--- src/rtl/wb_hp_poller.sv ---
// wb_hp_poller: Wishbone pipelined-mode initiator that services the hp status/control
// register of the hardware-protection responder without CPU involvement.
//
// It reads the register every POLL_CYCLES idle cycles. When Alarm_latch (bit 5) is set,
// it captures Alarm_ctr, pulses alarm_evt and then clears the latch. Clearing is done by
// writing Alarm_rst|Alarm_ctr_rst (with vcc), waiting HOLD_CYCLES, then writing vcc alone.
//
// Ports:
//   clk, reset            clock; asynchronous active-high reset
//   enable                poller runs while high
//   vcc_en                value driven onto hp_vcc (bit 0) in every write
//   o_wb_cyc/stb/we       Wishbone initiator controls
//   o_wb_addr/o_wb_data   HP_ADDR during a cycle, else 0; write data, 0 unless writing
//   i_wb_ack/stall/data   responder ack, stall and read data
//   alarm_evt             one-cycle pulse per serviced latch event
//   last_ctr              Alarm_ctr captured at the last serviced event
//   evt_count             serviced events, saturating
//   status                last read data word
//   bus_err               sticky ack-timeout flag, cleared only by reset
//   busy                  high whenever the FSM is not idle
module wb_hp_poller #(
  parameter logic [31:0] HP_ADDR     = 32'h3000_0000,
  parameter int unsigned POLL_CYCLES = 64,
  parameter int unsigned HOLD_CYCLES = 10,
  parameter int unsigned TIMEOUT     = 255
) (
  input  logic        clk,
  input  logic        reset,
  input  logic        enable,
  input  logic        vcc_en,
  output logic        o_wb_cyc,
  output logic        o_wb_stb,
  output logic        o_wb_we,
  output logic [31:0] o_wb_addr,
  output logic [31:0] o_wb_data,
  input  logic        i_wb_ack,
  input  logic        i_wb_stall,
  input  logic [31:0] i_wb_data,
  output logic        alarm_evt,
  output logic [7:0]  last_ctr,
  output logic [15:0] evt_count,
  output logic [31:0] status,
  output logic        bus_err,
  output logic        busy
);

  localparam int unsigned CntMax = (POLL_CYCLES > HOLD_CYCLES) ? POLL_CYCLES : HOLD_CYCLES;
  localparam int unsigned CntW   = $clog2(CntMax + 1);
  localparam int unsigned TmoW   = $clog2(TIMEOUT + 1);

  localparam logic [CntW-1:0] PollLoad = CntW'(POLL_CYCLES - 1);
  localparam logic [CntW-1:0] HoldLoad = CntW'(HOLD_CYCLES - 1);
  localparam logic [TmoW-1:0] TmoLast  = TmoW'(TIMEOUT - 1);

  typedef enum logic [2:0] {
    StIdle,
    StWait,
    StRd,
    StEval,
    StWrSet,
    StHold,
    StWrClr
  } state_e;

  state_e            state_q, state_d;
  logic [CntW-1:0]   cnt_q, cnt_d;
  logic [TmoW-1:0]   tmo_q, tmo_d;
  logic              cyc_q, cyc_d;
  logic              stb_q, stb_d;
  logic              we_q, we_d;
  logic [31:0]       data_q, data_d;
  logic [31:0]       status_q, status_d;
  logic [7:0]        last_ctr_q, last_ctr_d;
  logic [15:0]       evt_count_q, evt_count_d;
  logic              bus_err_q, bus_err_d;

  logic              in_bus_state;
  logic              txn_done;
  logic              txn_tmo;

  always_ff @(posedge clk or posedge reset) begin
    if (reset) begin
      state_q     <= StIdle;
      cnt_q       <= '0;
      tmo_q       <= '0;
      cyc_q       <= 1'b0;
      stb_q       <= 1'b0;
      we_q        <= 1'b0;
      data_q      <= '0;
      status_q    <= '0;
      last_ctr_q  <= '0;
      evt_count_q <= '0;
      bus_err_q   <= 1'b0;
    end else begin
      state_q     <= state_d;
      cnt_q       <= cnt_d;
      tmo_q       <= tmo_d;
      cyc_q       <= cyc_d;
      stb_q       <= stb_d;
      we_q        <= we_d;
      data_q      <= data_d;
      status_q    <= status_d;
      last_ctr_q  <= last_ctr_d;
      evt_count_q <= evt_count_d;
      bus_err_q   <= bus_err_d;
    end
  end

  always_comb begin
    state_d     = state_q;
    cnt_d       = cnt_q;
    tmo_d       = tmo_q;
    cyc_d       = cyc_q;
    stb_d       = stb_q;
    we_d        = we_q;
    data_d      = data_q;
    status_d    = status_q;
    last_ctr_d  = last_ctr_q;
    evt_count_d = evt_count_q;
    bus_err_d   = bus_err_q;
    txn_done    = 1'b0;
    txn_tmo     = 1'b0;

    in_bus_state = (state_q == StRd) || (state_q == StWrSet) || (state_q == StWrClr);

    // Shared single-outstanding transaction engine. While stb is up an ack cannot belong
    // to us unless this same edge also accepts the request.
    if (in_bus_state) begin
      if (stb_q) begin
        if (!i_wb_stall) begin
          stb_d = 1'b0;
          tmo_d = '0;
          if (i_wb_ack) begin
            txn_done = 1'b1;
          end
        end
      end else if (i_wb_ack) begin
        txn_done = 1'b1;
      end else if (tmo_q == TmoLast) begin
        txn_tmo = 1'b1;
      end else begin
        tmo_d = tmo_q + 1'b1;
      end

      if (txn_done || txn_tmo) begin
        cyc_d  = 1'b0;
        we_d   = 1'b0;
        data_d = '0;
      end
      if (txn_tmo) begin
        bus_err_d = 1'b1;
        state_d   = StIdle;
      end
    end

    case (state_q)
      StIdle: begin
        if (enable && !bus_err_q) begin
          state_d = StWait;
          cnt_d   = PollLoad;
        end
      end

      StWait: begin
        if (!enable) begin
          state_d = StIdle;
        end else if (cnt_q == '0) begin
          state_d = StRd;
          cyc_d   = 1'b1;
          stb_d   = 1'b1;
          we_d    = 1'b0;
          data_d  = '0;
        end else begin
          cnt_d = cnt_q - 1'b1;
        end
      end

      StRd: begin
        if (txn_done) begin
          status_d = i_wb_data;
          state_d  = StEval;
        end
      end

      StEval: begin
        if (status_q[5]) begin
          last_ctr_d = status_q[15:8];
          if (evt_count_q != 16'hFFFF) begin
            evt_count_d = evt_count_q + 16'd1;
          end
          // Assert Alarm_rst and Alarm_ctr_rst; vcc_en is frozen here for the whole write.
          state_d = StWrSet;
          cyc_d   = 1'b1;
          stb_d   = 1'b1;
          we_d    = 1'b1;
          data_d  = {29'b0, 1'b1, 1'b1, vcc_en};
        end else if (enable) begin
          state_d = StWait;
          cnt_d   = PollLoad;
        end else begin
          state_d = StIdle;
        end
      end

      StWrSet: begin
        if (txn_done) begin
          state_d = StHold;
          cnt_d   = HoldLoad;
        end
      end

      StHold: begin
        if (cnt_q == '0) begin
          state_d = StWrClr;
          cyc_d   = 1'b1;
          stb_d   = 1'b1;
          we_d    = 1'b1;
          data_d  = {31'b0, vcc_en};
        end else begin
          cnt_d = cnt_q - 1'b1;
        end
      end

      StWrClr: begin
        if (txn_done) begin
          if (enable) begin
            state_d = StWait;
            cnt_d   = PollLoad;
          end else begin
            state_d = StIdle;
          end
        end
      end

      default: begin
        state_d = StIdle;
        cyc_d   = 1'b0;
        stb_d   = 1'b0;
        we_d    = 1'b0;
        data_d  = '0;
      end
    endcase
  end

  assign o_wb_cyc  = cyc_q;
  assign o_wb_stb  = stb_q;
  assign o_wb_we   = we_q;
  assign o_wb_addr = cyc_q ? HP_ADDR : 32'h0;
  assign o_wb_data = data_q;

  // The event pulse is the EVAL cycle that found a latched alarm.
  assign alarm_evt = (state_q == StEval) && status_q[5];
  assign last_ctr  = last_ctr_q;
  assign evt_count = evt_count_q;
  assign status    = status_q;
  assign bus_err   = bus_err_q;
  assign busy      = (state_q != StIdle);

endmodule

--- config.mk ---
export PLATFORM = sky130hd
export DESIGN_NAME = wb_hp_poller
export DESIGN_NICKNAME = d
export VERILOG_FILES = /design/src/rtl/wb_hp_poller.sv
export SDC_FILE = /design/constraint.sdc
export NUM_CORES = 1
export LEC_CHECK = 0
export BUFFER_PORTS_ARGS = -buffer_cell sky130_fd_sc_hd__buf_2
export CORE_MARGIN = 2
export CORE_UTILIZATION = 45
export CTS_BUF_LIST = sky130_fd_sc_hd__clkbuf_8
export DETAILED_ROUTE_END_ITERATION = 6
export GPL_TIMING_DRIVEN = 0
export PLACE_DENSITY = 0.73
export SLEW_MARGIN = 20
export SYNTH_ARGS = -nofsm -noshare
export SYNTH_HDL_FRONTEND = slang
export SYNTH_SLANG_ARGS = --single-unit
--- constraint.sdc ---
create_clock -name clk -period 11.5 [get_ports clk]
set_input_delay 2.3 -clock clk [delete_from_list [all_inputs] [get_ports clk]]
set_output_delay 2.3 -clock clk [all_outputs]
set_load 0.02 [all_outputs]
==> PnR_summary.wiki, run 1 <==
{| class="wikitable"
! Metric !! Value
|-
| Async set-reset flop share out of synthesis || 1.000
|-
| Cell type with the highest occurrence count on the critical path || sky130_fd_sc_hd__clkbuf_1
|-
| YS warnings || 0
|-
| Final critical delay including setup and external delays || 4.459 ns
|-
| Actual transition at the worst max-transition pin || 0.7060 ns
|-
| Post-layout total power || 0.8873 mW
|-
| Worst setup slack after layout || between 7 and 8 ns
|-
| Hold Startpoint || last_ctr[1]
|-
| Total inserted antenna cells || 0
|-
| Maximum number of pins on one net before global-route repair || a little over 60
|-
| Capture point of the worst reg-to-reg path || o_wb_data[0]
|-
| Final Slew Violations || 0
|-
| Synth-to-layout area growth || 24.30%
|-
| PostCTS Resize Cnt || 0
|-
| Hold violation total from the final report || 0
|-
| Die X || 108.0 um
|-
| Register bit total from synthesis || 110
|-
| Antenna violations before repair || 0
|-
| Worst path max stage delay || 0.42 ns
|-
| Highest-delay cell along the critical path || sky130_fd_sc_hd__dfrtp_1
|-
| First DRT Iteration DRCs || between 200 and 300
|-
| Worst Setup Path Type || register to primary output
|-
| Maximum capacitance violations || 0
|-
| EDFF count, synth || 0
|-
| Leak || roughly 3.3 nW
|-
| Share of the cycle needed by the critical path after routing || 0.3878
|-
| Startpoint type of the worst setup path || register
|-
| Hold worst-path end || last_ctr[1]
|-
| Worst slack after detailed placement || 7.366 ns
|-
| Detailed-placement wirelength estimate || about 8000 um
|-
| Total clock sinks || 110
|-
| Util after Layout || 0.5813
|-
| Peak Freq || 224.3 MHz
|-
| Height of the chip || 108.0 um
|-
| Cell area after technology mapping || 4871 um2
|-
| Worst min-delay path category || register to register
|-
| Seq/Total Area, Yosys || 0.5651
|-
| Arrival time worst endpoint || 2.16 ns
|-
| Number of cell rows || 37
|-
| Final wirelength || approximately 11000 um
|-
| Cell variety after synth || 54
|-
| Synthesized area divided by synthesized cell count || 11.05 um2
|-
| Final weighted congestion of routability-driven global placement || 0.8381
|-
| Startpoint of the most critical register-to-register path || cnt_q[0]
|-
| Vias after detailed routing || approximately 3.8k
|-
| Number of buffers added to fix hold violations after cts || 0
|-
| Final hold slack || 0.4847 ns
|-
| Post-CTS setup buffer count || 0
|-
| Overall die area || 11670 um2
|-
| Internal reg-to-reg setup slack || 9.17 ns
|-
| Number of global-route vias before repair || 3773
|-
| Placed cell count || 740
|-
| Clock Tree Buf Depth || 2
|-
| Nets || 657
|-
| Number of levels the H-tree was split into || 3
|-
| Number of DRC violations after detailed routing || 0
|-
| Headroom to the max-slew limit || 0.5294
|-
| Crit path required time || around 9.2 ns
|-
| Remaining global-route overflow || 0
|-
| Routed WL per cell || about 14 um
|-
| Initial standard-cell utilization of the core || 0.4676
|-
| Number of cells on the worst hold path || 2
|-
| Power per Cell Area || roughly 150 nW/um2
|-
| Placeable Area || between 10000 and 15000 um2
|-
| Peak supply drop || between 0.08 and 0.09 mV
|-
| Multi-input logic area || approximately 1900 um2
|-
| Final Setup Violations || 0
|-
| Number of buffer cells added on primary ports || 133
|-
| TritonCTS clock tree || built
|-
| Library cell used as clock root buffer || sky130_fd_sc_hd__clkbuf_8
|-
| Total negative setup slack || 0 ns
|-
| Post-synthesis instance total || 441
|-
| Placed cell area || 5848 um2
|-
| Depth of the most critical reg-to-reg path || 8
|-
| I/O Pins || 164
|-
| Most frequent standard cell in the layout excluding fill and tap cells || sky130_fd_sc_hd__buf_2
|-
| RSZ-0062 raised after global routing || no
|-
| Final ANT Viol Nets || 0
|-
| Cells along the critical path || clkbuf_1 > nand4b_1 > inv_1 > clkbuf_1 > buf_2
|-
| Insertion delay to the later sink of the worst-skew pair || between 0.3 and 0.4 ns
|-
| Largest fanout on the critical path || 10
|-
| Clock transition at path regs || approximately 0.1 ns
|-
| Pre-Repair DR Iteration Count || 4
|-
| Total routing usage reported by global routing || 0.1950
|-
| Fraction of layout cells with a size suffix above 1 || 0.3629
|-
| Leading cell types in the layout, fill and taps excluded || 139 x sky130_fd_sc_hd__buf_2, 110 x sky130_fd_sc_hd__dfrtp_1, 42 x sky130_fd_sc_hd__nand2_1
|-
| Endpoint class of the critical path || primary output
|-
| Vias per inst || around 5.0
|-
| Dominant register cell in the synthesized netlist || sky130_fd_sc_hd__dfrtp_1
|-
| Inserted Clock Buffers || 9
|-
| Cell area after layout || a little over 6000 um2
|-
| Area occupied by registers || 2753 um2
|-
| Global-route wire length before repair || 17980 um
|-
| Worst setup skew after layout || approximately 0.0099 ns
|-
| Final cell count without fillers || 756
|-
| Outcome || completed
|-
| # fillers || roughly 890
|}
-- flip-flops by register name (all words and copies together), names as in the netlist --
register,count
o_wb_cyc,1
status,32
o_wb_data,32
last_ctr,8
o_wb_we,1
evt_count,16
tmo_q,8
state_q,3
cnt_q,7
o_wb_stb,1
bus_err,1
-- metal layers --
layer / global-route usage / share of wire
met5: 0 / 0
met3: 0.06389 / 0.090
met2: 0.3266 / 0.49
met4: 0.05586 / 0.013
met1: 0.2424 / 0.41
-- worst max-delay path by stage --
stage	start	to	slack, ns	cells past startpoint
after global routing	state_q[2]	alarm_evt	6.88	5
final	state_q[2]	alarm_evt	7.04	5
after floorplan	reset	bus_err	6.30	1
after global placement	reset	tmo_q[0]	5.21	2
after CTS	state_q[2]	alarm_evt	7.00	5
after detailed placement	i_wb_ack	status[14]	7.37	6
-- kinds of logic (layout without fill, tap and decap cells) --
kind of cell    Yosys count  after routing  share of synthesized area
other cells               1             30                  0.0007699
flops                   110            110                     0.5651
fa+ha+maj                 4              4                    0.01028
compound gates           68             68                    0.08991
xor+xnor                 13             13                    0.02338
simple gates            146            146                     0.1534
buf+inv                  63            213                    0.07475
mux                      36             36                    0.08245
-- Yosys cell counts (all sizes together) (2+ instances only) --
master	number	share of area
ha	4	0.010
nand2b	4	0.0051
a221oi	2	0.0036
or2	2	0.0026
xnor2	8	0.014
o31ai	3	0.0046
dfrtp	110	0.57
nor2	28	0.022
nor4	3	0.0039
nand4b	4	0.0072
o41ai	2	0.0036
mux2	33	0.076
a21oi	13	0.013
a31oi	6	0.0077
inv	13	0.010
clkbuf	11	0.0085
or3	3	0.0039
o21a	2	0.0031
o32a	2	0.0041
a21boi	2	0.0031
and2	30	0.039
nand3	8	0.0082
o31a	2	0.0036
nor2b	2	0.0026
mux2i	3	0.0062
nand4	5	0.0064
and3	5	0.0064
xor2	5	0.0090
nand2	42	0.032
o21ai	22	0.023
nor3	6	0.0072
a211oi	2	0.0031
buf	39	0.056
-- area by class of cell --
class | count | share of cell area
Inverter | 13 | 0.008886
Clock buffer | 10 | 0.02273
Buffer | 50 | 0.05208
Multi-Input combinational cell | 297 | 0.3077
Timing Repair Buffer | 134 | 0.1145
Clock inverter | 6 | 0.01137
Tap cell | 136 | 0.02810
Sequential cell | 110 | 0.4546
-- where the power goes --
group	switching (mW)	internal [mW]
registers	0.0292	0.418
logic	0.121	0.0774
clock network	0.133	0.108
-- critical path, delay by kind of cell (launching register included) --
kind,cells,cell delay (ns)
flops,1,0.42
buf+inv,4,1.07
simple gates,1,0.30
Power figures use the tool's default switching activity.
==> run 2, diff against run 1 <==
--- a/config.mk
+++ b/config.mk
@@ -11,7 +11,7 @@
 export CTS_BUF_LIST = sky130_fd_sc_hd__clkbuf_8
 export DETAILED_ROUTE_END_ITERATION = 6
 export GPL_TIMING_DRIVEN = 0
-export PLACE_DENSITY = 0.73
+export PLACE_DENSITY = 0.75
 export SLEW_MARGIN = 20
 export SYNTH_ARGS = -nofsm -noshare
 export SYNTH_HDL_FRONTEND = slang
==> constraint.sdc (replaced) <==
create_clock -name clk -period 3.84 [get_ports clk]
set_input_delay 0.768 -clock clk [delete_from_list [all_inputs] [get_ports clk]]
set_output_delay 0.768 -clock clk [all_outputs]
set_load 0.02 [all_outputs]
==> run 2 against run 1 <==
Register-to-register slack lost 7.6 ns. Clock skew grew 0.0013 ns. Worst setup slack lost 6.2 ns. Count of clock-buffer cells in the layout is the same. Largest power group unchanged. Non-clock buffer count is the same. Routed wire length shrank 2.3%. Highest routed layer unchanged. Largest cell class unchanged. Sequential cell count is the same. Sequential share of layout area shrank 0.084 points. First-iteration DRC count grew 6.0%.
==> PnR_summary.wiki, run 2 (synthesis gave the netlist of run 1 again) <==
{| class="wikitable"
! Metric !! Value
|-
| Global-route wire length before repair || between 15000 and 20000 um
|-
| Post-CTS setup buffer count || 0
|-
| Peak supply drop || 0.2451 mV
|-
| Worst Setup Path Type || register to primary output
|-
| Clock transition at path regs || 0.11 ns
|-
| Final ANT Viol Nets || 0
|-
| Share of the cycle needed by the critical path after routing || 0.7742
|-
| Most frequent standard cell in the layout excluding fill and tap cells || sky130_fd_sc_hd__buf_2
|-
| PostCTS Resize Cnt || 0
|-
| Number of buffer cells added on primary ports || 133
|-
| Number of levels the H-tree was split into || 3
|-
| Overall die area || 11670 um2
|-
| Maximum number of pins on one net before global-route repair || 60
|-
| Largest fanout on the critical path || 10
|-
| Final Setup Violations || 0
|-
| Placeable Area || 10420 um2
|-
| Outcome || completed
|-
| Worst path max stage delay || approximately 0.44 ns
|-
| Total negative setup slack || 0 ns
|-
| Die X || approximately 110 um
|-
| Fraction of layout cells with a size suffix above 1 || 0.3645
|-
| Endpoint class of the critical path || primary output
|-
| Total routing usage reported by global routing || 0.1902
|-
| Capture point of the worst reg-to-reg path || o_wb_data[0]
|-
| RSZ-0062 raised after global routing || no
|-
| Peak Freq || 336.4 MHz
|-
| Clock Tree Buf Depth || 2
|-
| Library cell used as clock root buffer || sky130_fd_sc_hd__clkbuf_8
|-
| Post-layout total power || 2.667 mW
|-
| Insertion delay to the later sink of the worst-skew pair || 0.37 ns
|-
| Leak || 3.285 nW
|-
| Worst min-delay path category || input port to async pin
|-
| Hold violation total from the final report || 0
|-
| Headroom to the max-slew limit || 0.5603
|-
| Worst setup skew after layout || 0.01114 ns
|-
| Synth-to-layout area growth || 24.53%
|-
| Maximum capacitance violations || 0
|-
| Power per Cell Area || roughly 440 nW/um2
|-
| Final critical delay including setup and external delays || 2.973 ns
|-
| Cell type with the highest occurrence count on the critical path || sky130_fd_sc_hd__clkbuf_1
|-
| Internal reg-to-reg setup slack || approximately 1.6 ns
|-
| Inserted Clock Buffers || 9
|-
| Number of global-route vias before repair || between 3k and 4k
|-
| Detailed-placement wirelength estimate || 7908 um
|-
| Worst slack after detailed placement || 1.249 ns
|-
| Depth of the most critical reg-to-reg path || 8
|-
| I/O Pins || about 160
|-
| Util after Layout || 0.5823
|-
| Pre-Repair DR Iteration Count || 4
|-
| Startpoint type of the worst setup path || register
|-
| Placed cell count || 740
|-
| First DRT Iteration DRCs || 299
|-
| Remaining global-route overflow || 0
|-
| Final weighted congestion of routability-driven global placement || around 0.85
|-
| Actual transition at the worst max-transition pin || around 0.66 ns
|-
| Worst setup slack after layout || 0.8669 ns
|-
| Number of cell rows || 37
|-
| Startpoint of the most critical register-to-register path || cnt_q[0]
|-
| Final Slew Violations || 0
|-
| TritonCTS clock tree || built
|-
| Number of buffers added to fix hold violations after cts || 0
|-
| Height of the chip || 108.0 um
|-
| Leading cell types in the layout, fill and taps excluded || 139 x sky130_fd_sc_hd__buf_2, 110 x sky130_fd_sc_hd__dfrtp_1, 42 x sky130_fd_sc_hd__nand2_1
|-
| Vias after detailed routing || roughly 3.7k
|-
| Vias per inst || 4.917
|-
| Arrival time worst endpoint || 2.21 ns
|-
| Total inserted antenna cells || 0
|-
| Cells along the critical path || clkbuf_1 > nand4b_1 > inv_1 > clkbuf_1 > buf_2
|-
| Initial standard-cell utilization of the core || 0.4676
|-
| Final wirelength || about 11000 um
|-
| Final cell count without fillers || between 700 and 800
|-
| Nets || 657
|-
| Antenna violations before repair || 0
|-
| Number of DRC violations after detailed routing || 0
|-
| Total clock sinks || 110
|-
| Crit path required time || 3.07 ns
|-
| Highest-delay cell along the critical path || sky130_fd_sc_hd__clkbuf_1
|-
| Routed WL per cell || about 14 um
|}
run 2: cell types whose count changed in the layout (fill, tap and decap cells not counted):
cell                         change
sky130_fd_sc_hd__inv_8           -1
sky130_fd_sc_hd__inv_1           -1
sky130_fd_sc_hd__clkinv_4        +2
sky130_fd_sc_hd__clkinv_8        +1
sky130_fd_sc_hd__clkinvlp_4      -1
run 2: per-stage QoR:
stage	cell area [um2]	hold WS [ns]
finish	6066	0.4453
global route	6066	0.4754
CTS	6066	0.4588
detailed placement	5848	0.4642
global placement	5816	0.4569
floorplan	4980	0.4507
run 2: report_power, final:
group	total (mW)	internal, mW	leakage, nW	switching [mW]
sequential	1.34	1.25	1.45	0.0867
clock	0.736	0.330	0.106	0.406
combinational	0.593	0.231	1.72	0.362
run 2: critical path: cells and delay by family, from the launching register on:
kind | cells | cell delay, ns
buf+inv | 4 | 1.12
flops | 1 | 0.40
simple gates | 1 | 0.31
run 2: worst max-delay path by stage:
stage	end	slack, ns	startpoint	cells past startpoint
after floorplan	bus_err	0.17	reset	1
after detailed placement	alarm_evt	1.25	state_q[2]	5
after global routing	alarm_evt	0.71	state_q[2]	5
after CTS	alarm_evt	0.83	state_q[2]	5
final	alarm_evt	0.87	state_q[2]	5
after global placement	tmo_q[0]	-0.93	reset	2
run 2: area by class of cell:
| type | instances | area (um2) |
|---|---|---|
| Buffer | 50 | 315.3 |
| Clock buffer | 10 | 137.6 |
| Clock inverter | 6 | 80.08 |
| Fill cell | 867 | 4350 |
| Inverter | 13 | 53.80 |
| Multi-Input combinational cell | 297 | 1863 |
| Sequential cell | 110 | 2753 |
| Tap cell | 136 | 170.2 |
| Timing Repair Buffer | 134 | 693.2 |
run 2: layer usage:
metal / GRT usage / routed length [um] / vias up / share of wire
li1: - / - / 1795 / -
met1: 0.2385 / 4450 / 1769 / 0.42
met2: 0.3131 / 5164 / 140 / 0.48
met3: 0.06148 / 932 / 13 / 0.087
met4: 0.06227 / 128 / 0 / 0.012
met5: 0 / 0 / - / 0
==> run 3, diff against run 2 <==
--- a/config.mk
+++ b/config.mk
@@ -5,13 +5,14 @@
 export SDC_FILE = /design/constraint.sdc
 export NUM_CORES = 1
 export LEC_CHECK = 0
+export ABC_AREA = 1
 export BUFFER_PORTS_ARGS = -buffer_cell sky130_fd_sc_hd__buf_2
 export CORE_MARGIN = 2
 export CORE_UTILIZATION = 45
 export CTS_BUF_LIST = sky130_fd_sc_hd__clkbuf_8
 export DETAILED_ROUTE_END_ITERATION = 6
 export GPL_TIMING_DRIVEN = 0
-export PLACE_DENSITY = 0.75
+export PLACE_DENSITY = 0.71
 export SLEW_MARGIN = 20
 export SYNTH_ARGS = -nofsm -noshare
 export SYNTH_HDL_FRONTEND = slang
==> constraint.sdc (replaced) <==
create_clock -name clk -period 2.77 [get_ports clk]
set_input_delay 0.554 -clock clk [delete_from_list [all_inputs] [get_ports clk]]
set_output_delay 0.554 -clock clk [all_outputs]
set_load 0.02 [all_outputs]
==> run 3 against run 2 <==
Die area rose by 15%. Critical endpoint unchanged. Highest routed layer unchanged. First-iteration DRC count is 10% lower. Critical path depth rose by 1. Worst setup slack got worse by 0.59 ns. Sequential share of layout area down 5.3 points. Count of clock-buffer cells in the layout fell by 1. Via count rose by 30%. Hold slack worse by 0.35 ns. Global-route usage up 1.4 points.
==> PnR_summary.wiki, run 3 <==
{| class="wikitable"
! Metric !! Value
|-
| Outcome || completed
|-
| Initial standard-cell utilization of the core || 0.4629
|-
| Number of buffers and inverters on the critical path || 5
|-
| Most frequent standard cell in the layout excluding fill and tap cells || sky130_fd_sc_hd__nand2_1
|-
| Placeable Area || 12110 um2
|-
| Total negative setup slack || 0 ns
|-
| Overall die area || between 10000 and 15000 um2
|-
| Number of buffers added to fix hold violations after cts || 0
|-
| Highest-delay cell along the critical path || sky130_fd_sc_hd__dfrtp_1
|-
| Power per Cell Area || 824.8 nW/um2
|-
| Startpoint type of the worst setup path || register
|-
| Final critical delay including setup and external delays || 2.489 ns
|-
| I/O Pins || 164
|-
| Final weighted congestion of routability-driven global placement || 0.8671
|-
| First DRT Iteration DRCs || 269
|-
| Area share of the leading cell type in the synthesized netlist || 0.4910
|-
| Share of the cycle needed by the critical path after routing || 0.8985
|-
| PostCTS Resize Cnt || 0
|-
| Vias per inst || roughly 4.7
|-
| Number of cell rows || 40
|-
| EDFF count, synth || 0
|-
| Seq/Total Area, Yosys || 0.4910
|-
| Total routing usage reported by global routing || 0.2038
|-
| Hold violation total from the final report || 0
|-
| Routed WL per cell || 12.28 um
|-
| Vias after detailed routing || 4814
|-
| Cell area after technology mapping || 5607 um2
|-
| Critical path's top delay family || buffers and inverters
|-
| Placed cell count || 1015
|-
| Fraction of layout cells with a size suffix above 1 || 0.3005
|-
| Post-CTS setup buffer count || 0
|-
| Total inserted antenna cells || 0
|-
| TritonCTS clock tree || built
|-
| Library cell used as clock root buffer || sky130_fd_sc_hd__clkbuf_8
|-
| Number of global-route vias before repair || 4436
|-
| Post-synthesis instance total || 681
|-
| Async set-reset flop share out of synthesis || 1.000
|-
| Crit path required time || between 2 and 2.5 ns
|-
| Internal reg-to-reg setup slack || 0.92 ns
|-
| Pre-Repair DR Iteration Count || 4
|-
| Main area contributors after synthesis || sky130_fd_sc_hd__dfrtp_1 49%, sky130_fd_sc_hd__nand2_1 17%, sky130_fd_sc_hd__nand4_1 4.8%, sky130_fd_sc_hd__buf_4 4.4%, sky130_fd_sc_hd__nor2_1 3.5%
|-
| Die X || 115.6 um
|-
| Nets || 900
|-
| Worst min-delay path category || input port to async pin
|-
| Clock Tree Buf Depth || 2
|-
| Most common cell in the netlist || sky130_fd_sc_hd__nand2_1
|-
| Worst Setup Path Type || register to primary output
|-
| Synth-to-layout area growth || 22.54%
|-
| Remaining global-route overflow || 0
|-
| Detailed-placement wirelength estimate || 9512 um
|-
| Post-layout total power || 5.667 mW
|-
| RSZ-0062 raised after global routing || no
|-
| Height of the chip || 115.6 um
|-
| Maximum capacitance violations || 0
|-
| Dominant cell type by area after synthesis || sky130_fd_sc_hd__dfrtp_1
|-
| Inserted Clock Buffers || 9
|-
| Clock transition at path regs || 0.10 ns
|-
| Antenna violations before repair || 0
|-
| Final cell count without fillers || 1030
|-
| YS warnings || 0
|-
| Final wirelength || 12650 um
|-
| Number of DRC violations after detailed routing || 0
|-
| Final Setup Violations || 0
|-
| Number of levels the H-tree was split into || 3
|-
| Largest fanout on the critical path || 10
|-
| Worst path max stage delay || approximately 0.50 ns
|-
| Leading cell types in the layout, fill and taps excluded || 257 x sky130_fd_sc_hd__nand2_1, 147 x sky130_fd_sc_hd__buf_2, 110 x sky130_fd_sc_hd__dfrtp_1
|-
| Worst setup skew after layout || 0.01127 ns
|-
| Insertion delay to the later sink of the worst-skew pair || 0.38 ns
|-
| Leak || 3.839 nW
|-
| Depth of the most critical reg-to-reg path || 11
|-
| Peak supply drop || 0.5287 mV
|-
| Cell variety after synth || 38
|-
| Endpoint class of the critical path || primary output
|-
| Dominant register cell in the synthesized netlist || sky130_fd_sc_hd__dfrtp_1
|-
| Leading post-synthesis cells by instance count || 257 x sky130_fd_sc_hd__nand2_1, 110 x sky130_fd_sc_hd__dfrtp_1, 52 x sky130_fd_sc_hd__nor2_1
|-
| Cells along the critical path || inv_2 > buf_6 > nand4_4 > inv_2 > buf_2 > buf_2
|-
| # fillers || approximately 1.2k
|-
| Capture point of the worst reg-to-reg path || o_wb_data[11]
|-
| Maximum number of pins on one net before global-route repair || 31
|-
| Peak Freq || ~400 MHz
|-
| Arrival time worst endpoint || 1.93 ns
|-
| Total clock sinks || between 100 and 150
|-
| Synthesized area divided by synthesized cell count || 8.233 um2
|-
| Global-route wire length before repair || 21490 um
|-
| Startpoint of the most critical register-to-register path || cnt_q[0]
|-
| Final Slew Violations || 0
|-
| Number of buffer cells added on primary ports || 133
|-
| Register bit total from synthesis || 110
|-
| Final ANT Viol Nets || 0
|}
-- run 3: cell count changes after synthesis, moves of 10 or more --
cell / delta
sky130_fd_sc_hd__nor2_2: +14
sky130_fd_sc_hd__a21oi_1: -11
sky130_fd_sc_hd__and2_1: -30
sky130_fd_sc_hd__nor2_1: +25
sky130_fd_sc_hd__nand4_1: +38
sky130_fd_sc_hd__nand2_1: +215
sky130_fd_sc_hd__nand3_1: +23
sky130_fd_sc_hd__inv_2: +10
sky130_fd_sc_hd__mux2_2: -31
sky130_fd_sc_hd__inv_1: +17
-- run 3: per-layer routing --
layer | wire length (um) | up-vias | part of all wire | GRT usage
met5 | 0 | - | 0 | 0
met2 | 5701 | 149 | 0.45 | 0.3033
met1 | 5667 | 2179 | 0.45 | 0.2840
met4 | 269 | 0 | 0.021 | 0.08254
li1 | - | 2467 | - | -
met3 | 1009 | 19 | 0.080 | 0.05596
-- run 3: final cells by class --
class                      instances  area, um2  area share
multi-input combinational        500       2374      0.3455
inverter                          40      153.9     0.02240
clock buffer                       9      123.9     0.01803
timing repair buffer             137      753.2      0.1096
clock inverter                     6      63.81    0.009288
buffer                            60      439.2     0.06392
tap                              168      210.2     0.03060
sequential                       110       2753      0.4007
-- run 3: kinds of logic (layout without fill, tap and decap cells) --
kind of cell             after synthesis  count (layout)  synth area share
adder cells (fa/ha/maj)                4               4          0.008927
buffers and inverters                100             252            0.1051
XOR/XNOR                              13              13           0.02031
AND/OR/NAND/NOR                      420             420            0.3370
other                                  1              30         0.0006689
AO/OA/AOI/OAI                         33              33           0.03705
flip-flops                           110             110            0.4910
-- run 3: power by group --
group | internal, mW | total, mW | switching (mW)
registers | 2.00 | 2.28 | 0.287
clock network | 0.416 | 0.961 | 0.545
logic | 0.845 | 2.42 | 1.58
total | 3.26 | 5.67 | 2.41
-- run 3: worst max-delay path by stage --
stage                          start        end  cells past startpoint
after global placement         reset  status[1]                      2
after detailed placement  state_q[2]  alarm_evt                      6
after global routing      state_q[2]  alarm_evt                      6
after floorplan                reset    bus_err                      1
after CTS                 state_q[2]  alarm_evt                      6
final                     state_q[2]  alarm_evt                      6
-- run 3: worst register-to-register path, cell delays in order, from the launching register on --
cell and delay [ns]:
sky130_fd_sc_hd__dfrtp_1 0.41, sky130_fd_sc_hd__inv_1 0.10, sky130_fd_sc_hd__ha_1 0.20, sky130_fd_sc_hd__nand2_2 0.09
sky130_fd_sc_hd__nor2_4 0.13, sky130_fd_sc_hd__nand2_2 0.12, sky130_fd_sc_hd__a21oi_2 0.17, sky130_fd_sc_hd__nand3_2 0.11
sky130_fd_sc_hd__inv_2 0.08, sky130_fd_sc_hd__buf_6 0.14, sky130_fd_sc_hd__buf_8 0.16, sky130_fd_sc_hd__nor2_2 0.04
-- run 3: stage by stage --
step / utilization / setup slack (ns) / hold slack [ns] / instance area, um2
final: 0.5673 / 0.2811 / 0.09236 / 6870
after global routing: 0.5673 / 0.1309 / 0.09265 / 6870
after CTS: 0.5673 / 0.2483 / 0.07656 / 6870
after detailed placement: 0.5518 / 0.6950 / 0.4538 / 6683
after global placement: 0.5445 / 0.1303 / 0.4505 / 6595
after floorplan: - / 0.8865 / 0.4419 / 5719
